$ cat src/rtl/landscape_pkg.sv
// Shared widths, state encoding and sweep limits for the landscape sweep scheduler.
package landscape_pkg;
    localparam int BIT_ADDR_SHI = 19;
    localparam int BIT_CHIP     = 6;
    localparam int MAX_CHIP     = 2 ** BIT_CHIP;

    typedef enum logic [1:0] {
        IDLE  = 2'd0,
        ISSUE = 2'd1,
        DONE  = 2'd2
    } state_t;
endpackage

$ cat src/rtl/rr_arb2.sv
// Two-way round-robin arbiter; prio names the requester that wins a tie.
module rr_arb2 (
    input  logic       clk,
    input  logic       clr,
    input  logic [1:0] req,
    input  logic       enable,
    output logic [1:0] grant
);
    logic prio;

    always_comb begin
        grant = 2'b00;
        case (req)
            2'b01:   grant = 2'b01;
            2'b10:   grant = 2'b10;
            2'b11:   grant = prio ? 2'b10 : 2'b01;
            default: grant = 2'b00;
        endcase
    end

    // After granting 0 the tie goes to 1, and vice versa.
    always_ff @(posedge clk or posedge clr) begin
        if (clr)
            prio <= 1'b0;
        else if (enable)
            prio <= grant[0];
    end
endmodule

$ cat src/rtl/landscape_sweep_sched.sv
// Arbitrates two sampling engines and sweeps {acc, chip} addresses for the winner's request.
module landscape_sweep_sched #(
    parameter int BIT_ADDR_SHI = landscape_pkg::BIT_ADDR_SHI,
    parameter int BIT_CHIP     = landscape_pkg::BIT_CHIP
) (
    input  logic                         clk,
    input  logic                         clr,
    input  logic [1:0]                   req_valid,
    input  logic [BIT_ADDR_SHI-1:0]      req_acc0,
    input  logic [BIT_ADDR_SHI-1:0]      req_acc1,
    input  logic [BIT_CHIP:0]            req_nchip,
    output logic [1:0]                   req_ready,
    output logic                         addr_valid,
    output logic [BIT_ADDR_SHI+BIT_CHIP-1:0] addr,
    output logic                         addr_last,
    output logic                         addr_src,
    input  logic                         addr_ready,
    output logic                         busy,
    output logic                         done
);
    import landscape_pkg::*;

    localparam logic [BIT_CHIP:0] CHIP_MAX = {1'b1, {BIT_CHIP{1'b0}}};

    typedef struct packed {
        logic [BIT_ADDR_SHI-1:0] acc;
        logic [BIT_CHIP:0]       nchip;
        logic                    src;
    } sweep_t;

    state_t            state, state_nx;
    sweep_t            cur;
    logic [BIT_CHIP:0] chip_idx;
    logic [BIT_CHIP:0] nchip_clamp;
    logic [1:0]        grant;
    logic              accept;
    logic              beat_acc;
    logic              last_beat;
    logic              sel;

    rr_arb2 u_arb (
        .clk    (clk),
        .clr    (clr),
        .req    (req_valid),
        .enable (accept),
        .grant  (grant)
    );

    assign sel         = grant[1];
    assign accept      = (state == IDLE) && (|(req_valid & grant));
    assign nchip_clamp = (req_nchip > CHIP_MAX) ? CHIP_MAX : req_nchip;
    assign last_beat   = (chip_idx == cur.nchip - 1'b1);
    assign beat_acc    = (state == ISSUE) && addr_ready;

    always_ff @(posedge clk or posedge clr) begin
        if (clr)
            state <= IDLE;
        else
            state <= state_nx;
    end

    always_comb begin
        state_nx = state;
        case (state)
            IDLE:    if (accept) state_nx = (nchip_clamp == '0) ? DONE : ISSUE;
            ISSUE:   if (beat_acc && last_beat) state_nx = DONE;
            DONE:    state_nx = IDLE;
            default: state_nx = IDLE;
        endcase
    end

    always_comb begin
        req_ready  = 2'b00;
        addr_valid = 1'b0;
        busy       = 1'b0;
        done       = 1'b0;
        case (state)
            IDLE:  req_ready = grant;
            ISSUE: begin
                addr_valid = 1'b1;
                busy       = 1'b1;
            end
            DONE: begin
                busy = 1'b1;
                done = 1'b1;
            end
            default: ;
        endcase
    end

    // chip_idx is one bit wider than the chip field so a full sweep never aliases chip 0.
    always_ff @(posedge clk or posedge clr) begin
        if (clr) begin
            cur      <= '0;
            chip_idx <= '0;
        end else if (accept) begin
            cur.acc   <= sel ? req_acc1 : req_acc0;
            cur.nchip <= nchip_clamp;
            cur.src   <= sel;
            chip_idx  <= '0;
        end else if (beat_acc) begin
            chip_idx <= chip_idx + 1'b1;
        end
    end

    assign addr      = {cur.acc, chip_idx[BIT_CHIP-1:0]};
    assign addr_last = (state == ISSUE) && last_beat;
    assign addr_src  = cur.src;
endmodule

$ cat config.mk
export PLATFORM = sky130hd
export DESIGN_NAME = landscape_sweep_sched
export DESIGN_NICKNAME = d
export VERILOG_FILES = /design/src/rtl/landscape_pkg.sv /design/src/rtl/rr_arb2.sv /design/src/rtl/landscape_sweep_sched.sv
export SDC_FILE = /design/constraint.sdc
export NUM_CORES = 1
export LEC_CHECK = 0
export ABC_AREA = 1
export BUFFER_PORTS_ARGS = -buffer_cell sky130_fd_sc_hd__buf_4
export CORE_UTILIZATION = 35
export CTS_BUF_LIST = sky130_fd_sc_hd__clkbuf_4
export CTS_CLUSTER_DIAMETER = 80
export DETAILED_ROUTE_END_ITERATION = 10
export GPL_TIMING_DRIVEN = 0
export MAX_ROUTING_LAYER = met4
export SYNTH_ARGS = -nofsm -noshare
export SYNTH_HDL_FRONTEND = slang
export SYNTH_SLANG_ARGS = --single-unit
$ cat constraint.sdc
create_clock -name clk -period 1.8 [get_ports clk]
set_clock_uncertainty 0.15 [all_clocks]
set_input_delay 0.09 -clock clk [delete_from_list [all_inputs] [get_ports clk]]
set_output_delay 0.09 -clock clk [all_outputs]
set_load 0.005 [all_outputs]
* After elaboration in Yosys (flattened, before gate mapping)
Index checks and enable logic that the tools add are counted.
Storage, ports and cells: logic and storage cells 42, flip-flop bits (word level) 37
Operators by class: reduce and logical (&&, ||, !) cells 10, bitwise operators 1, equal/unequal tests 8, add/subtract/negate cells 2, order comparisons 1, muxes and demuxes 14
Operators by type and width (count):
- $mux 7 | 3
- $mux 19 | 1
- $mux 2 | 5
- $add 7x1->7 const B | 1
- $eq 7x7->1 | 1
- $gt 7x7->1 const B | 1
- $logic_not 7->1 | 1
- $sub 7x1->7 const B | 1
- $eq 2x2->1 const B | 3
- $pmux 2 s3 | 1
- $eq 2x1->1 const B | 2
- $logic_and 1x1->1 | 4
- $ne 2x2->1 const B | 2
- $pmux 2 s2 | 1
- $reduce_or 2->1 | 2
- $mux 1 | 3
- $and 2x2->2 | 1
- $logic_not 2->1 | 1
- $reduce_and 2->1 | 1
- $reduce_bool 2->1 | 1

* Longest topological paths before layout
Gate-level depths: netlist of the first run.
word-level depth 7, mapped depth 13, gate-level depth less buffers 13

* Hierarchy
Synthesis of the first run repeated with hierarchy kept, for this count alone.
Unflattened totals: cell total of the unflattened synthesis 306, area, all modules 2224.6 µm²
Modules (own cells, without submodules):
- landscape_sweep_sched | cells an instance 296, area an instance 2158.3 µm², times used 1
- rr_arb2 | cells an instance 10, area an instance 66.3 µm², times used 1

* Worst setup path before layout of the first run
OpenSTA, ideal clock, no wires.
path type register to register, start point register state[1], end point register chip_idx[6], setup time 123 ps, path slack 163 ps, data arrival time 1364 ps, period minus slack after synthesis 1637 ps, stages on the path, launching flop included 10, cell sequence dfrtp_1 > inv_1 > ha_1 > nand2_1 > nor3_1 > inv_1 > nor2_1 > nand2_1 > o21ai_0 > a21oi_1
On the way: word-level cells in the longest chain between the ends 3, elaborated cells on any way between the ends 6, classes of those cells eq/ne: 1; mux: 1; reduce/logical: 4
Ends and longest elaborated chain:
- from (decl) | RTL line landscape_sweep_sched.sv:31 | state_t state, state_nx;
- from (signal assigned) | RTL line landscape_sweep_sched.sv:59 | state <= state_nx;
- $eq 2x1->1 / $logic_not 2->1 (equally long branches) | RTL line landscape_sweep_sched.sv:53, landscape_sweep_sched.sv:50
- $logic_and 1x1->1 (on tied branches) | RTL line landscape_sweep_sched.sv:53, landscape_sweep_sched.sv:50
- $reduce_bool 2->1 (no line) / $mux 7 (equally long branches)
- to (signal assigned) | RTL line landscape_sweep_sched.sv:102 | chip_idx <= chip_idx + 1'b1;
- to (decl) | RTL line landscape_sweep_sched.sv:33 | logic [BIT_CHIP:0] chip_idx;
Parallel ways exist; a longest one is shown, timed or not. A chain may end at the register's enable or synchronous reset.

* Final worst setup path of the first run
start point register cur[1] in the netlist's numbering, end point output port addr_last
On the way: word-level cells in the longest chain between the ends 3
Ends and longest elaborated chain:
- from (decl) | RTL line landscape_sweep_sched.sv:32 | sweep_t cur;
- $sub 7x1->7 | RTL line landscape_sweep_sched.sv:52 | assign last_beat = (chip_idx == cur.nchip - 1'b1);
- $eq 7x7->1 | RTL line landscape_sweep_sched.sv:52
- $logic_and 1x1->1 | RTL line landscape_sweep_sched.sv:107 | assign addr_last = (state == ISSUE) && last_beat;
- to (decl) | RTL line landscape_sweep_sched.sv:15 | output logic addr_last,
No other way between the ends.

==> results of run 1 <==
power by group through the flow:
stage          registers (mW)  logic, mW  clock network (mW)
3_5_place_dp             1.42       2.47                   0
6_report                 1.42       2.73               0.468
3_3_place_gp             1.41       2.45                   0
5_1_grt                  1.46       3.08               0.511
2_1_floorplan            1.37       1.63                   0
4_1_cts                  1.40       2.64               0.485
layer usage:
metal	routed length (um)	global-route usage (%)
met4	74	7.37
met2	3190	35.0
met3	365	4.18
met1	2760	25.4
met5	0	-
kinds of logic after synthesis:
logic type               count (synthesis)
flip-flops                              37
adder cells (fa/ha/maj)                  5
AO/OA/AOI/OAI                           44
buffers and inverters                   66
XOR/XNOR                                 2
AND/OR/NAND/NOR                        146
through the flow:
step / hold WS [ps] / cells / worst slack (ps) / utilization, %
after global placement: 169 / 456 / -48.8 / 48.8
after global routing: 36.3 / 516 / -242 / 59.4
final: -9.61 / 516 / -148 / 59.4
after CTS: 40.7 / 513 / -175 / 58.3
after floorplan: 66.6 / 300 / 163 / -
after detailed placement: 154 / 456 / -52.5 / 48.8
how the worst min path moves through the flow:
stage                       from          end  slack (ps)  cells past startpoint
floorplan           req_nchip[0]       cur[1]          70                      2
global placement    req_nchip[5]       cur[6]         170                      2
detailed placement           clr  chip_idx[0]         150                      2
CTS                   addr_ready  chip_idx[0]          40                      4
global route          addr_ready  chip_idx[2]          40                      5
finish                addr_ready  chip_idx[0]         -10                      4
layout by cell type (no fill, tap or decap), types with 2 or more instances in the layout:
cell and count:
ha_1 2, clkinv_2 2, ha_4 3, nor2_2 5
nand3_1 11, o21ai_0 7, buf_2 6, nor2_1 35
nand2_1 77, a31oi_1 20, dfrtp_1 36, nand2_2 7
inv_1 21, clkbuf_4 6, dlygate4sd3_1 48, o21ai_1 6
nor2_4 2, a21oi_1 7, nor3_2 3, buf_4 111
inv_2 10
critical path: cells and delay by family, from the launching register on:
family / cells / cell delay (ps)
simple gates: 6 / 500
fa+ha+maj: 1 / 210
buf+inv: 3 / 240
flops: 1 / 410
state kept, by name (all words and copies together), names as in the netlist:
register,flops
addr,19
addr_src,1
chip_idx,7
cur,7
state,2
u_arb.prio,1
area by class of cell:
cell class / count / area, um^2
plain buffers: 33 / 244
clock buffers: 6 / 45.0
clock inverters: 2 / 10.0
fillers: 543 / 2460
inverters: 32 / 123
multi-input cells: 197 / 1030
flip-flops and latches: 37 / 927
well taps: 75 / 93.8
repair buffers: 134 / 1130
timing repair:
| action | CTS | global route |
|---|---|---|
| pin swaps | 2 | 0 |
| hold buffers | 48 | 0 |
| endpoints found under the setup margin | 7 | 7 |
| setup buffers | 2 | 3 |
| gates resized for setup | 7 | 14 |
| hold endpoints to repair | 64 | 0 |
==> impl_metrics.json, run 1 <==
{
  "drt_iter0_drc": 75,
  "yosysSeqAreaShare_pct": 41.0,
  "synth_top_area_share_pct": 41.0,
  "rr_endpoint": "state[0]",
  "reg2reg_slack_ps": 0,
  "cp-start-kind": "flip-flop",
  "synth_common_cells": "nand2_1 (79), dfrtp_1 (37), nor2_1 (37), inv_1 (27), buf_4 (25)",
  "root_buffer": "clkbuf_4",
  "grt-ovfl-total": 0,
  "synthMuxAreaShare_pct": 0,
  "endpoint": "addr_last",
  "ys_async_sr_fraction_pct": 100,
  "syn_nets": 355,
  "worst_pin_slew_ps": 806,
  "cp-end-kind": "output pin",
  "wire_per_inst_um": 12.4,
  "max_freq_ghz": 0.513,
  "row_count": 28,
  "finalSetupViolations": 3,
  "fp.dieH_um": 82.3,
  "htreeDepth": 2,
  "timing.hold.ws_ps": -9.61,
  "ys_ff_latch": 37,
  "startpoint": "cur[1]",
  "path_cells": "inv_2 > ha_4 > nand2_2 > inv_2 > nor2_1 > nand2_1 > nor2_2 > nand3_2 > nor3_2 > buf_4",
  "switching_share_pct": 40.2,
  "fin_crit_sh_pct": 108,
  "cts_sinks": 37,
  "dp_hpwl_mm": 4.09,
  "gp_congestion": 0.787,
  "maxCapViolations": 0,
  "grt_max_degree": 38,
  "cpPeakStageDelay_ps": 410,
  "synth_compound_area_share_pct": 11.7,
  "core_um2": 6060,
  "ys.flop_type": "dfrtp_1",
  "drv_slew": 0,
  "routed_via_density": 4.58,
  "slew-limit-headroom_pct": 46.2,
  "fin_crit_ps": 1950,
  "ant_nets": 0,
  "sequentialPowerShare_pct": 30.7,
  "grt_pass1_wl_mm": 10.3,
  "internal_power_mw": 2.76,
  "worstPathRequired_ps": 1560,
  "vias": 2365,
  "switchingPower_mw": 1.85,
  "ios": 82,
  "n_antenna_cell": 0,
  "drc_errors": 0,
  "synth-adder-area-share_pct": 2.77,
  "fin_nets": 495,
  "finalHoldViolations": 2,
  "yosysMostFrequentCell": "nand2_1",
  "rr_worst_depth": 14,
  "die_w_um": 82.3,
  "clk_latency_ps": 360,
  "synthXorXnorAreaFrac_pct": 0.776,
  "status": "complete, but fails checks",
  "syn_area_um2": 2260,
  "floorplan.initialDensity_pct": 37.2,
  "synth_top_family_by_area": "simple AND/OR/NAND/NOR gates",
  "power_frac_clock_pct": 10.1,
  "yosysWarnings": 0,
  "routed_wl_mm": 6.39,
  "cts.reportedPaths.clkPinSlew_ps": 130,
  "synth-edff-count": 0,
  "power.density_nw_per_um2": 1280,
  "dieArea_um2": 6770,
  "cts_buffers": 5,
  "rsz0062_at_grt": "true",
  "crit_arrival_ps": 1710,
  "hold_class": "input pin to flip-flop",
  "setup_ws_ps": -148,
  "final_layout_size_suffix_gt1_share_pct": 37.0,
  "design_area_um2": 3600,
  "vdd_drop_max_uv": 677,
  "syn_inst": 300,
  "violations": "negative hold slack, negative setup slack",
  "drtPass1Iterations": 4,
  "antenna_found_initial": 0,
  "port_buffers": 81,
  "p_leak_nw": 1.80,
  "synth-simple-area-share_pct": 27.4,
  "critPathSlowestCell": "dfrtp_1",
  "areaGrowthSynthToFinish_pct": 59.5,
  "power_frac_comb_pct": 59.1,
  "clk_path_buf_depth": 2,
  "grt_pass1_vias": 2271,
  "place_area_um2": 2960,
  "synth.avg_cell_area_um2": 7.52,
  "cp_max_fo": 2,
  "reg2reg_from": "cur[1]",
  "critical_path_class": "flip-flop to output pin",
  "finalSetupTns_ps": -155,
  "yosysTopAreaCell": "dfrtp_1",
  "synth_cell_types": 30,
  "netlist_top_cells_area": "dfrtp_1 (41%), nand2_1 (13%), buf_4 (8.3%)",
  "crit_top_cell": "inv_2",
  "grtUsageTotal_pct": 21.1,
  "cts_tree": "done",
  "power.total_mw": 4.61
}
(Power assumes the default switching activity.)
==> run 2, diff against run 1 <==
--- a/config.mk
+++ b/config.mk
@@ -15,4 +15,5 @@
 export MAX_ROUTING_LAYER = met4
 export SYNTH_ARGS = -nofsm -noshare
 export SYNTH_HDL_FRONTEND = slang
+export SYNTH_HIERARCHICAL = 1
 export SYNTH_SLANG_ARGS = --single-unit
==> run 2 against run 1 <==
  * The flow finishes with violations (negative setup slack)
  * Total power rose by 12%
  * Cell area rose by 7.4%
  * Sequential cell count did not move
  * Fmax fell by 5.1%
  * Critical path type unchanged
  * Highest routed layer unchanged
==> impl_metrics.json, run 2 <==
{
  "status": "complete, but fails checks",
  "violations": "negative setup slack",
  "post-place-ws_ps": -142,
  "rr_endpoint": "state[1]",
  "power.total_mw": 5.17,
  "fin_nets": 516,
  "dieArea_um2": 6680,
  "netlist_top_cells_area": "dfrtp_1 (42%), nand2_1 (15%), buf_4 (9.1%)",
  "synth_cell_types": 23,
  "cp-start-kind": "flip-flop",
  "synth-edff-count": 0,
  "ys.flop_type": "dfrtp_1",
  "rr_worst_depth": 13,
  "yosysSeqAreaShare_pct": 41.6,
  "hold_class": "input pin to async pin",
  "vdd_drop_max_uv": 752,
  "drt_iter0_drc": 103,
  "finalHoldViolations": 0,
  "fin_crit_sh_pct": 114,
  "yosysTopAreaCell": "dfrtp_1",
  "finalSetupTns_ps": -271,
  "reg2reg_from": "cur[1]",
  "vias": 2497,
  "cts_tree": "done",
  "ant_nets": 0,
  "synth_compound_area_share_pct": 9.84,
  "port_buffers": 81,
  "largest_reg_flops": 19,
  "htreeDepth": 2,
  "mostFrequentLayoutCells": "buf_4 (122), nand2_1 (89), dlygate4sd3_1 (50)",
  "drtPass1Iterations": 4,
  "critical_path_class": "flip-flop to output pin",
  "synth_top_area_share_pct": 41.6,
  "areaGrowthSynthToFinish_pct": 73.9,
  "final_layout_size_suffix_gt1_share_pct": 37.7,
  "worstPathRequired_ps": 1560,
  "root_buffer": "clkbuf_4",
  "drv_slew": 0,
  "synth_common_cells": "nand2_1 (91), dfrtp_1 (37), nor2_1 (35), inv_1 (33), buf_4 (27)",
  "yosysWarnings": 6,
  "cts_sinks": 37,
  "cp_max_fo": 2,
  "grt_pass1_vias": 2516,
  "cts_buffers": 5,
  "wire_per_inst_um": 12.6,
  "maxCapViolations": 0,
  "synth-adder-area-share_pct": 2.81,
  "dp_hpwl_mm": 4.09,
  "fin_crit_ps": 2050,
  "regArea_um2": 927,
  "floorplan.initialDensity_pct": 36.9,
  "power.density_nw_per_um2": 1340,
  "fillers": 545,
  "fp.dieH_um": 81.7,
  "drc_errors": 0,
  "slew-limit-headroom_pct": 47.5,
  "routed_wl_mm": 6.78,
  "gp_congestion": 0.831,
  "grt-ovfl-total": 0,
  "yosysMostFrequentCell": "nand2_1",
  "routed_via_density": 4.65,
  "cp-end-kind": "output pin",
  "grtUsageTotal_pct": 21.8,
  "die_w_um": 81.7,
  "grt_max_degree": 37,
  "setup_ws_ps": -251,
  "ios": 82,
  "rsz0062_at_grt": "true",
  "crit_arrival_ps": 1810,
  "ys_ff_latch": 37,
  "antenna_found_initial": 0,
  "n_antenna_cell": 0,
  "timing.hold.ws_ps": 297,
  "synth_top_family_by_area": "simple AND/OR/NAND/NOR gates",
  "layout_commonest_cell": "buf_4",
  "row_count": 28,
  "clk_path_buf_depth": 2,
  "multi_input_area_um2": 1050,
  "syn_inst": 306,
  "max_freq_ghz": 0.487,
  "clk_latency_ps": 350,
  "p_leak_nw": 1.95,
  "syn_area_um2": 2220,
  "cts.reportedPaths.clkPinSlew_ps": 130,
  "reg2reg_slack_ps": -10,
  "core_um2": 6030,
  "syn_nets": 361,
  "synthXorXnorAreaFrac_pct": 0.787,
  "ys_async_sr_fraction_pct": 100,
  "finalSetupViolations": 3,
  "synth.avg_cell_area_um2": 7.27,
  "worst_pin_slew_ps": 787,
  "synthMuxAreaShare_pct": 0,
  "synth-simple-area-share_pct": 28.3,
  "grt_pass1_wl_mm": 10.8
}
-- run 2: final cells by class --
class	count	share of cell area [%]
clock inverters	2	0.873
multi-input cells	199	27.3
plain buffers	33	6.92
well taps	75	2.43
clock buffers	6	1.16
flip-flops and latches	37	24.0
repair buffers	150	33.8
inverters	35	3.59
-- run 2: critical path, cell delays in order, from the launching register on --
cell     delay (ps)
dfrtp_1         380
inv_2            60
ha_4            260
xor2_1          140
nand2_1          70
nor2_1           80
nand2_1          70
nor2_2          110
nand2_1          70
nor2_1          110
buf_4           120
-- run 2: repair_timing --
| action | CTS | global route |
|---|---|---|
| gates cloned | 0 | 3 |
| buffers inserted | 8 | 10 |
| gates resized for setup | 17 | 39 |
| pin swaps | 10 | 13 |
| setup endpoints to repair | 36 | 38 |
| endpoints found under the hold margin | 66 | 0 |
| hold buffers | 50 | 0 |
-- run 2: logic make-up after synthesis --
| kind of cell | after synthesis |
|---|---|
| flip-flops | 37 |
| adder cells (fa/ha/maj) | 5 |
| XOR/XNOR | 2 |
| buffers and inverters | 70 |
| AO/OA/AOI/OAI | 38 |
| AND/OR/NAND/NOR | 154 |
-- run 2: routing by layer --
| metal | routed length (um) | GRT usage, % | share of wire [%] |
|---|---|---|---|
| met1 | 2910 | 24.3 | 43 |
| met2 | 3520 | 39.3 | 52 |
| met3 | 296 | 4.44 | 4.4 |
| met4 | 53 | 5.61 | 0.78 |
| met5 | 0 | - | 0 |
-- run 2: metrics by stage --
step                      utilization [%]  std cells  cell area (um^2)
after floorplan                         -        306              2220
after global placement               48.6        462              2930
after detailed placement             48.6        462              2930
after CTS                            59.9        527              3610
after global routing                 64.2        537              3870
final                                64.2        537              3870
-- run 2: power breakdown --
| group | internal [mW] | switching, mW |
|---|---|---|
| Sequential | 1.19 | 0.277 |
| Combinational | 1.70 | 1.40 |
| Clock | 0.304 | 0.293 |
| Total | 3.19 | 1.97 |
-- run 2: how the worst max path moves through the flow --
stage | from | to | slack [ps] | cells past startpoint
after global placement | cur[1] | state[1] | -120 | 14
final | cur[1] | addr_last | -250 | 10
after detailed placement | u_arb/prio | cur[1] | -140 | 9
after CTS | cur[2] | addr_last | -310 | 10
after global routing | cur[1] | addr_last | -360 | 10
after floorplan | cur[1] | state[0] | 90 | 14
==> run 3, diff against run 2 <==
--- a/config.mk
+++ b/config.mk
@@ -13,6 +13,7 @@
 export DETAILED_ROUTE_END_ITERATION = 10
 export GPL_TIMING_DRIVEN = 0
 export MAX_ROUTING_LAYER = met4
+export SETUP_SLACK_MARGIN = 0.5
 export SYNTH_ARGS = -nofsm -noshare
 export SYNTH_HDL_FRONTEND = slang
 export SYNTH_HIERARCHICAL = 1
==> run 3 against run 2 <==
  * The run ends with negative hold slack, negative setup slack left
  * Clock-buffer cell count unchanged
  * Die area unchanged
  * Fmax decreased by 1.5%
  * Total power increased by 26%
  * Critical endpoint unchanged
  * Highest routed layer unchanged
==> impl_metrics.json, run 3 (synthesis results as in run 2) <==
{
  "crit_arrival_ps": 1840,
  "fp.dieH_um": 81.7,
  "grt-ovfl-total": 0,
  "final_layout_size_suffix_gt1_share_pct": 52.2,
  "hold_class": "input pin to flip-flop",
  "cp_max_fo": 2,
  "holdBufCountCts": 49,
  "slew-limit-headroom_pct": 56.9,
  "mostFrequentLayoutCells": "buf_4 (112), nand2_1 (83), dlygate4sd3_1 (49)",
  "grt_max_degree": 37,
  "design_area_um2": 4680,
  "final_util_pct": 77.7,
  "reg2reg_slack_ps": -260,
  "min_from": "req_valid[1]",
  "p_leak_nw": 2.25,
  "finalSetupTns_ps": -801,
  "rr_endpoint": "state[0]",
  "dp_hpwl_mm": 4.14,
  "floorplan.initialDensity_pct": 36.9,
  "ant_nets": 0,
  "critical_path_class": "flip-flop to output pin",
  "finalSetupViolations": 6,
  "layout_commonest_cell": "buf_4",
  "areaGrowthSynthToFinish_pct": 110,
  "reg2reg_from": "cur[1]",
  "grt_pass1_vias": 2728,
  "fin_nets": 552,
  "htreeDepth": 2,
  "worst_pin_slew_ps": 646,
  "grt_pass1_wl_mm": 12.1,
  "gp_congestion": 0.760,
  "drc_errors": 0,
  "post-place-ws_ps": -53.9,
  "routed_via_density": 4.72,
  "n_antenna_cell": 0,
  "clk_path_buf_depth": 2,
  "violations": "negative hold slack, negative setup slack",
  "vias": 2706,
  "setup_ws_ps": -283,
  "rsz0062_at_grt": "true",
  "cts_buffers": 5,
  "grtUsageTotal_pct": 24.7,
  "drt_iter0_drc": 148,
  "cp-end-kind": "output pin",
  "ios": 82,
  "antenna_found_initial": 0,
  "drtPass1Iterations": 4,
  "row_count": 28,
  "port_buffers": 81,
  "power.total_mw": 6.51,
  "cts_sinks": 37,
  "rr_worst_depth": 15,
  "routed_wl_mm": 8.17,
  "drv_slew": 0,
  "max_freq_ghz": 0.480,
  "cts_tree": "done",
  "die_w_um": 81.7,
  "fin_crit_sh_pct": 116,
  "root_buffer": "clkbuf_4",
  "wire_per_inst_um": 14.3,
  "power.density_nw_per_um2": 1390,
  "timing.hold.ws_ps": -105,
  "clk_latency_ps": 360,
  "hold-path-endpoint": "u_arb/prio",
  "finalHoldViolations": 1,
  "dieArea_um2": 6680,
  "place_area_um2": 3030,
  "maxCapViolations": 0,
  "cts.reportedPaths.clkPinSlew_ps": 120,
  "hold_depth": 4,
  "status": "complete, but fails checks",
  "vdd_drop_max_uv": 784,
  "worstPathRequired_ps": 1560,
  "core_um2": 6030,
  "largest_reg_flops": 19,
  "fin_crit_ps": 2080,
  "cp-start-kind": "flip-flop"
}
run 3: cell types whose count changed in the layout (fill, tap and decap cells not counted), moves of 6 or more:
| cell | before | now |
|---|---|---|
| a31oi_1 | 20 | 14 |
| buf_4 | 122 | 112 |
| buf_6 | 2 | 38 |
| nand2_1 | 89 | 83 |
| nor2_1 | 29 | 14 |
| nor2_2 | 7 | 13 |
| nor2_4 | 4 | 13 |
| o21ai_0 | 9 | 2 |
| o21ai_2 | 1 | 8 |
run 3: timing repair:
action / CTS / global route
pin swaps: 13 / 11
gates resized for setup: 90 / 56
endpoints found under the setup margin: 45 / 63
gates cloned: 5 / 1
setup buffers: 29 / 19
hold endpoints to repair: 66 / 1
run 3: through the flow:
stage | instances | hold WS, ps
after floorplan | 306 | -331
after global placement | 462 | -203
after detailed placement | 462 | -199
after CTS | 553 | -114
after global routing | 573 | -107
final | 573 | -105
run 3: report_power, final:
part / switching, mW / internal [mW]
clock: 0.305 / 0.164
combinational: 1.92 / 2.62
sequential: 0.317 / 1.19
run 3: worst max path at each step:
stage	startpoint	to	slack (ps)	cells after the start
6_report	cur[1]	addr_last	-280	10
4_1_cts	cur[1]	addr_last	-270	10
2_1_floorplan	cur[1]	state[0]	150	12
3_5_place_dp	state[1]	chip_idx[6]	-50	9
3_3_place_gp	state[1]	chip_idx[6]	-30	9
5_1_grt	cur[3]	addr_last	-410	10
run 3: cell type report:
type / instances / area, um^2
Multi-Input combinational cell: 199 / 1330
Clock inverter: 2 / 10.0
Sequential cell: 37 / 928
Buffer: 35 / 354
Tap cell: 75 / 93.8
Clock buffer: 6 / 45.0
Fill cell: 383 / 1340
Timing Repair Buffer: 184 / 1770
Inverter: 35 / 145
run 3: worst max-delay path: stages, from the launching register on:
cell	delay, ps
dfrtp_1	400
inv_2	70
ha_4	260
xor2_2	140
nand2_1	60
nor2_1	90
nand2_1	70
nor2_2	100
nand2_1	70
nor2_2	110
buf_4	120
run 3: layer usage:
metal,global-route usage [%],part of all wire (%)
met1,27.7,40
met2,45.7,54
met3,3.78,4.0
met4,5.79,1.4
met5,-,0
